### src/rtl/mem_port_arbiter.sv
// Arbitrates one single-ported memory between the fetch port and the load/store port.
// Define MEM_ARB_RR_EN to break request ties round-robin instead of always favouring data.
module mem_port_arbiter #(
   parameter int ADDR_W     = 64,
   parameter int RD_LATENCY = 1
) (
   input  logic              clk,
   input  logic              reset,
   input  logic              i_req,
   input  logic [ADDR_W-1:0] i_addr,
   output logic [31:0]       i_rdata,
   output logic              i_ack,
   input  logic              d_req,
   input  logic              d_we,
   input  logic [ADDR_W-1:0] d_addr,
   input  logic [63:0]       d_wdata,
   input  logic [7:0]        d_be,
   output logic [63:0]       d_rdata,
   output logic              d_ack,
   output logic [ADDR_W-1:0] mem_addr,
   output logic              mem_we,
   output logic [63:0]       mem_wdata,
   output logic [7:0]        mem_be,
   input  logic [63:0]       mem_rdata,
   output logic              busy
);
   localparam logic [1:0] S_IDLE  = 2'd0;
   localparam logic [1:0] S_READ  = 2'd1;
   localparam logic [1:0] S_WRITE = 2'd2;
   localparam logic [1:0] S_RESP  = 2'd3;
   localparam logic [3:0] LAT     = 4'(RD_LATENCY);

   logic [1:0]        r_state;
   logic [3:0]        r_cnt;
   logic              r_own_d;
   logic [ADDR_W-1:0] r_addr;
   logic [63:0]       r_wdata;
   logic [7:0]        r_be;
   logic [31:0]       r_i_rdata;
   logic [63:0]       r_d_rdata;
   logic              w_any_req;
   logic              w_grant_d;

   assign w_any_req = i_req | d_req;

`ifdef MEM_ARB_RR_EN
   // r_last_d remembers which port won the previous grant; reset means "instruction"
   logic r_last_d;

   always_comb begin
      w_grant_d = d_req;
      if (d_req && i_req) begin
         w_grant_d = ~r_last_d;
      end
   end

   always_ff @(posedge clk) begin
      if (reset) begin
         r_last_d <= 1'b0;
      end else if (r_state == S_IDLE && w_any_req) begin
         r_last_d <= w_grant_d;
      end
   end
`else
   assign w_grant_d = d_req;
`endif

   always_ff @(posedge clk) begin
      if (reset) begin
         r_state   <= S_IDLE;
         r_cnt     <= '0;
         r_own_d   <= 1'b0;
         r_addr    <= '0;
         r_wdata   <= '0;
         r_be      <= '0;
         r_i_rdata <= '0;
         r_d_rdata <= '0;
      end else begin
         case (r_state)
            S_IDLE: begin
               if (w_any_req) begin
                  r_own_d <= w_grant_d;
                  if (w_grant_d) begin
                     r_addr  <= d_addr;
                     r_wdata <= d_wdata;
                     r_be    <= d_be;
                  end else begin
                     r_addr <= i_addr;
                  end
                  if (w_grant_d && d_we) begin
                     r_state <= S_WRITE;
                  end else begin
                     r_state <= S_READ;
                     r_cnt   <= LAT;
                  end
               end
            end
            S_READ: begin
               // READ spans RD_LATENCY+1 cycles; data is taken on the cycle the count reaches zero
               if (r_cnt == 4'd0) begin
                  if (r_own_d) begin
                     r_d_rdata <= mem_rdata;
                  end else begin
                     r_i_rdata <= r_addr[2] ? mem_rdata[63:32] : mem_rdata[31:0];
                  end
                  r_state <= S_RESP;
               end else begin
                  r_cnt <= r_cnt - 4'd1;
               end
            end
            S_WRITE: begin
               r_state <= S_IDLE;
            end
            S_RESP: begin
               r_state <= S_IDLE;
            end
            default: begin
               r_state <= S_IDLE;
            end
         endcase
      end
   end

   assign mem_addr  = r_addr;
   assign mem_wdata = r_wdata;
   assign mem_be    = r_be;
   assign i_rdata   = r_i_rdata;
   assign d_rdata   = r_d_rdata;
   assign mem_we    = (r_state == S_WRITE);
   assign busy      = (r_state != S_IDLE);
   assign d_ack     = (r_state == S_WRITE) | ((r_state == S_RESP) & r_own_d);
   assign i_ack     = (r_state == S_RESP) & ~r_own_d;

endmodule

### config.mk
export PLATFORM = sky130hd
export DESIGN_NAME = mem_port_arbiter
export DESIGN_NICKNAME = d
export VERILOG_FILES = /design/src/rtl/mem_port_arbiter.sv
export SDC_FILE = /design/constraint.sdc
export NUM_CORES = 1
export LEC_CHECK = 0
export BUFFER_PORTS_ARGS = -buffer_cell sky130_fd_sc_hd__buf_2
export CORE_AREA = 2 2 194 196
export CTS_BUF_LIST = sky130_fd_sc_hd__clkbuf_8
export CTS_CLUSTER_DIAMETER = 40
export DETAILED_ROUTE_END_ITERATION = 12
export DIE_AREA = 0 0 196 198
export SLEW_MARGIN = 15
export SYNTH_ARGS = -nofsm -noshare
export SYNTH_HDL_FRONTEND = slang
export SYNTH_SLANG_ARGS = --single-unit
export TNS_END_PERCENT = 100
### constraint.sdc
create_clock -name clk -period 2.97 [get_ports clk]
set_input_delay 0.594 -clock clk [delete_from_list [all_inputs] [get_ports clk]]
set_output_delay 0.594 -clock clk [all_outputs]
set_load 0.03 [all_outputs]
==> run summary <==
At the worst endpoint, the required time is 2.38 ns. The worst setup path is launched from a flip-flop. Of the total synthesized cell area, the portion taken by AND, OR, NAND and NOR gates is 16.7%. Once detail routing completed, the nets flagged for antenna violations numbered 0. The number of optimization iterations in the first detailed-route pass came out at 6.

The worst setup skew after layout came out at 0.0312 ns. The run finished with clean final reports. Dividing the detail-routed wire length by the instance count gives 14.6 um. During synthesis, Yosys emitted a total of 0 warnings. The number of DRC violations after detailed-routing iteration 0 is 307. The area enclosed by the die boundary came out at roughly 39000 sq um.

The total number of H-tree levels came out at 2. Among all stages on the critical path, the largest delay is contributed by dfxtp_2. The power per cell area came out at 677 nW/um^2. By area, the combinational part of the netlist is dominated by compound AO/OA/AOI/OAI gates. The synthesized-area fraction occupied by ao, oa, aoi and oai cells came out at 17.1%.

The global-route wire length before repair came out at ~45000 um. The combined global-route utilization of all metal layers is 14.4%. The routed layout has 9099 vias. At the pin with the least slew margin, the transition time is 0.906 ns. Along the worst path, the maximum fanout reaches 26. Of the available clock period, the critical path in the final layout requires 81.3%. The mean number of vias per cell is 4.43. The largest net degree at the start of global routing is 99. The half-perimeter wire length after placement came out at 22300 um. The number of setup buffers added after CTS is 0. The total count of hold-check failures in the final report came out at 0. The clock insertion delay at the later pin of the skew report is 0.58 ns. The top-level I/O count is 505. The number of max-cap violations is 0. The initial utilization of the core area, before any placement, comes to 25.7%.

The area of the core region came out at ~37000 sq um. The share of the yosys chip area belonging to registers is 50.3%. The total nets after synthesis is 1337. After synthesis, the share of flip-flops with an asynchronous set or reset is 0%. The mean instance size in the synthesized netlist came out at 8.92 sq um.

The post-synthesis share of cell area spent on full adders, half adders and majority gates came out at less than 1%. The synthesized area is 9510 sq um. The number of slew-limit violations in the final report came out at 0. The number of antenna violations at the first check in global routing is 2. Traced cell by cell, the critical path runs through buf_2. The signed area change from the synthesized netlist to the final layout came out at 40.5%.

The final global-route overflow total is 0. The final routed DRC violation total is 0. For this run, the post-layout net count is 1819. The height of the chip is 198 um. The fraction of layout cells with a size suffix above 1 is between 40% and 50%.

The count of mapped cells out of synthesis is between 1000 and 1500. The floorplan has 71 rows. The static leakage power came out at 6.21 nW. The xor and xnor area share after synthesis came out at 0%. The number of CTS-inserted buffers is 44.

The number of storage elements in the synthesis netlist is 239. The total detailed-routing wirelength is 30000 um. The weighted congestion at the end of routability-driven global placement came out at 0.801. The final worst setup slack is 0.554 ns.

The total of endpoints with negative setup slack in the final report came out at 0. CTS placed an instance of clkbuf_8 at the clock tree root. The dominant register cell in the synthesized netlist is dfxtp_1. The count of flip-flops with a built-in enable after synthesis came out at 0. STA classifies the critical path endpoint as an output pin. The remaining max-slew budget at the tightest pin came out at roughly two fifths.

After clock tree synthesis, the repair step resized 0 gates. Based on the critical path, the design can be clocked at up to between 0.4 and 0.5 GHz. The total negative slack is 0 ns. The largest voltage drop on the vdd net came out at 0.318 mV. The clock-pin transition on the worst setup and hold timing paths is 0.06 ns. STA puts the critical path data arrival time at 1.82 ns. Counting every sink on the clock net gives roughly 240. The setup slack after placement is 0.845 ns. For this run, the slowest stage of the critical path takes 0.91 ns.

The worst-case clock buffer depth came out at 3. The count of buffers added on input and output ports is a little over 500. TritonCTS built the clock tree. The number of distinct library cells after synthesis is 32.

Setup repair after global routing left no endpoint under its margin. The number of global-route vias before repair was 8622. The worst hold-check path type is input port to flip-flop. The mux cell area share after synthesis came out at 10.1%. The total design power came out at 9.05 mW. The die extent in x is around 200 um. The critical path is of the flip-flop to output pin type. The quantity of hold-fixing buffers added after cts is 0.

The minimum clock period is 2.42 ns. The cell family contributing the most delay on the critical path is flip-flops. The count of buffering cells on the critical path with inverters included is 1.
-- cell families after synthesis --
kind of cell | count (synthesis)
adder cells (fa/ha/maj) | 2
AO/OA/AOI/OAI | 241
flip-flops | 239
multiplexers | 96
AND/OR/NAND/NOR | 396
buffers and inverters | 92
-- flip-flops by register name, indices dropped and copies added, names as in the netlist --
register / cells
d_rdata: 64
i_rdata: 32
mem_addr: 64
mem_be: 8
mem_wdata: 64
r_cnt: 4
r_own_d: 1
r_state: 2
-- Yosys cell counts, types with 5 or more instances --
master / instances / share of area, %
buf_2: 28 / 1.5
dfxtp_1: 239 / 50
buf_6: 15 / 1.8
a21oi_2: 5 / 0.46
a211oi_1: 68 / 5.4
nand2_1: 274 / 11
a21oi_1: 133 / 7.0
clkbuf_1: 35 / 1.4
nor2_1: 100 / 3.9
mux2i_1: 96 / 10
a211oi_2: 29 / 3.8
buf_4: 9 / 0.71
-- report_power, final --
group,internal (mW),leakage (nW),switching (mW)
registers,3.49,1.96,0.167
logic,0.667,3.71,1.30
clock network,2.05,0.546,1.38
total,6.20,6.21,2.85
-- layer usage --
metal	global-route usage, %	wire, um	part of all wire, %	up-vias
met4	5.16	720	2.4	2
met5	0	16	0.053	-
met2	24.8	14700	49	345
met3	4.21	2100	7.0	51
met1	17.0	12400	42	4106
li1	-	-	-	4595
-- final timing paths --
kind | from | end | slack (ns) | cells after the start
worst min register to register | mem_be[4]$_SDFFE_PP0P_ | mem_be[4]$_SDFFE_PP0P_ | 0.45 | 2
worst max-delay path | mem_addr[2]$_SDFFE_PP0P_ | mem_addr[2] | 0.55 | 1
worst max register to register | r_cnt[0]$_SDFFE_PP0P_ | d_rdata[30]$_SDFFE_PP0P_ | 0.86 | 7
worst min-delay path | mem_rdata[50] | d_rdata[50]$_SDFFE_PP0P_ | 0.26 | 3
-- layout by cell type (no fill, tap or decap), types with 2 or more instances in the layout --
cell,instances
mux2i_1,96
buf_12,7
nand2b_4,2
buf_4,14
a211oi_2,29
a211oi_1,68
inv_1,14
clkbuf_8,57
a21oi_2,5
o21ai_0,2
nor2_1,100
dfxtp_1,238
nor3_1,4
nor2b_1,4
buf_2,502
a21oi_1,133
nor3b_1,2
nand2_1,273
nor4_4,2
bufinv_16,4
clkinv_2,5
nand3b_1,2
ha_1,2
-- area by class of cell --
cell class	instances	area, sq um
Fill cell	3913	23600
Sequential cell	239	4790
Multi-Input combinational cell	735	4210
Timing Repair Buffer	524	2770
Clock buffer	56	771
Tap cell	474	593
Clock inverter	23	211
Inverter	4	15.0
Antenna cell	1	2.50
-- worst register-to-register path, stage by stage, from the launching register on --
cell      delay [ns]
dfxtp_1         0.33
inv_1           0.09
ha_1            0.21
nand2b_4        0.09
or4_2           0.60
buf_4           0.32
nand2_1         0.25
a21oi_1         0.08
-- metrics by stage --
stage                     hold slack, ns  util [%]  area, sq um  cells
final                              0.258      36.2        13400   2056
after detailed placement           0.443      33.5        12400   1976
after global routing               0.204      36.2        13400   2055
after floorplan                    0.461         -         9510   1066
after global placement             0.438      33.5        12400   1976
after CTS                          0.188      36.2        13400   2055
No activity file was read; power rests on OpenSTA's default activity.
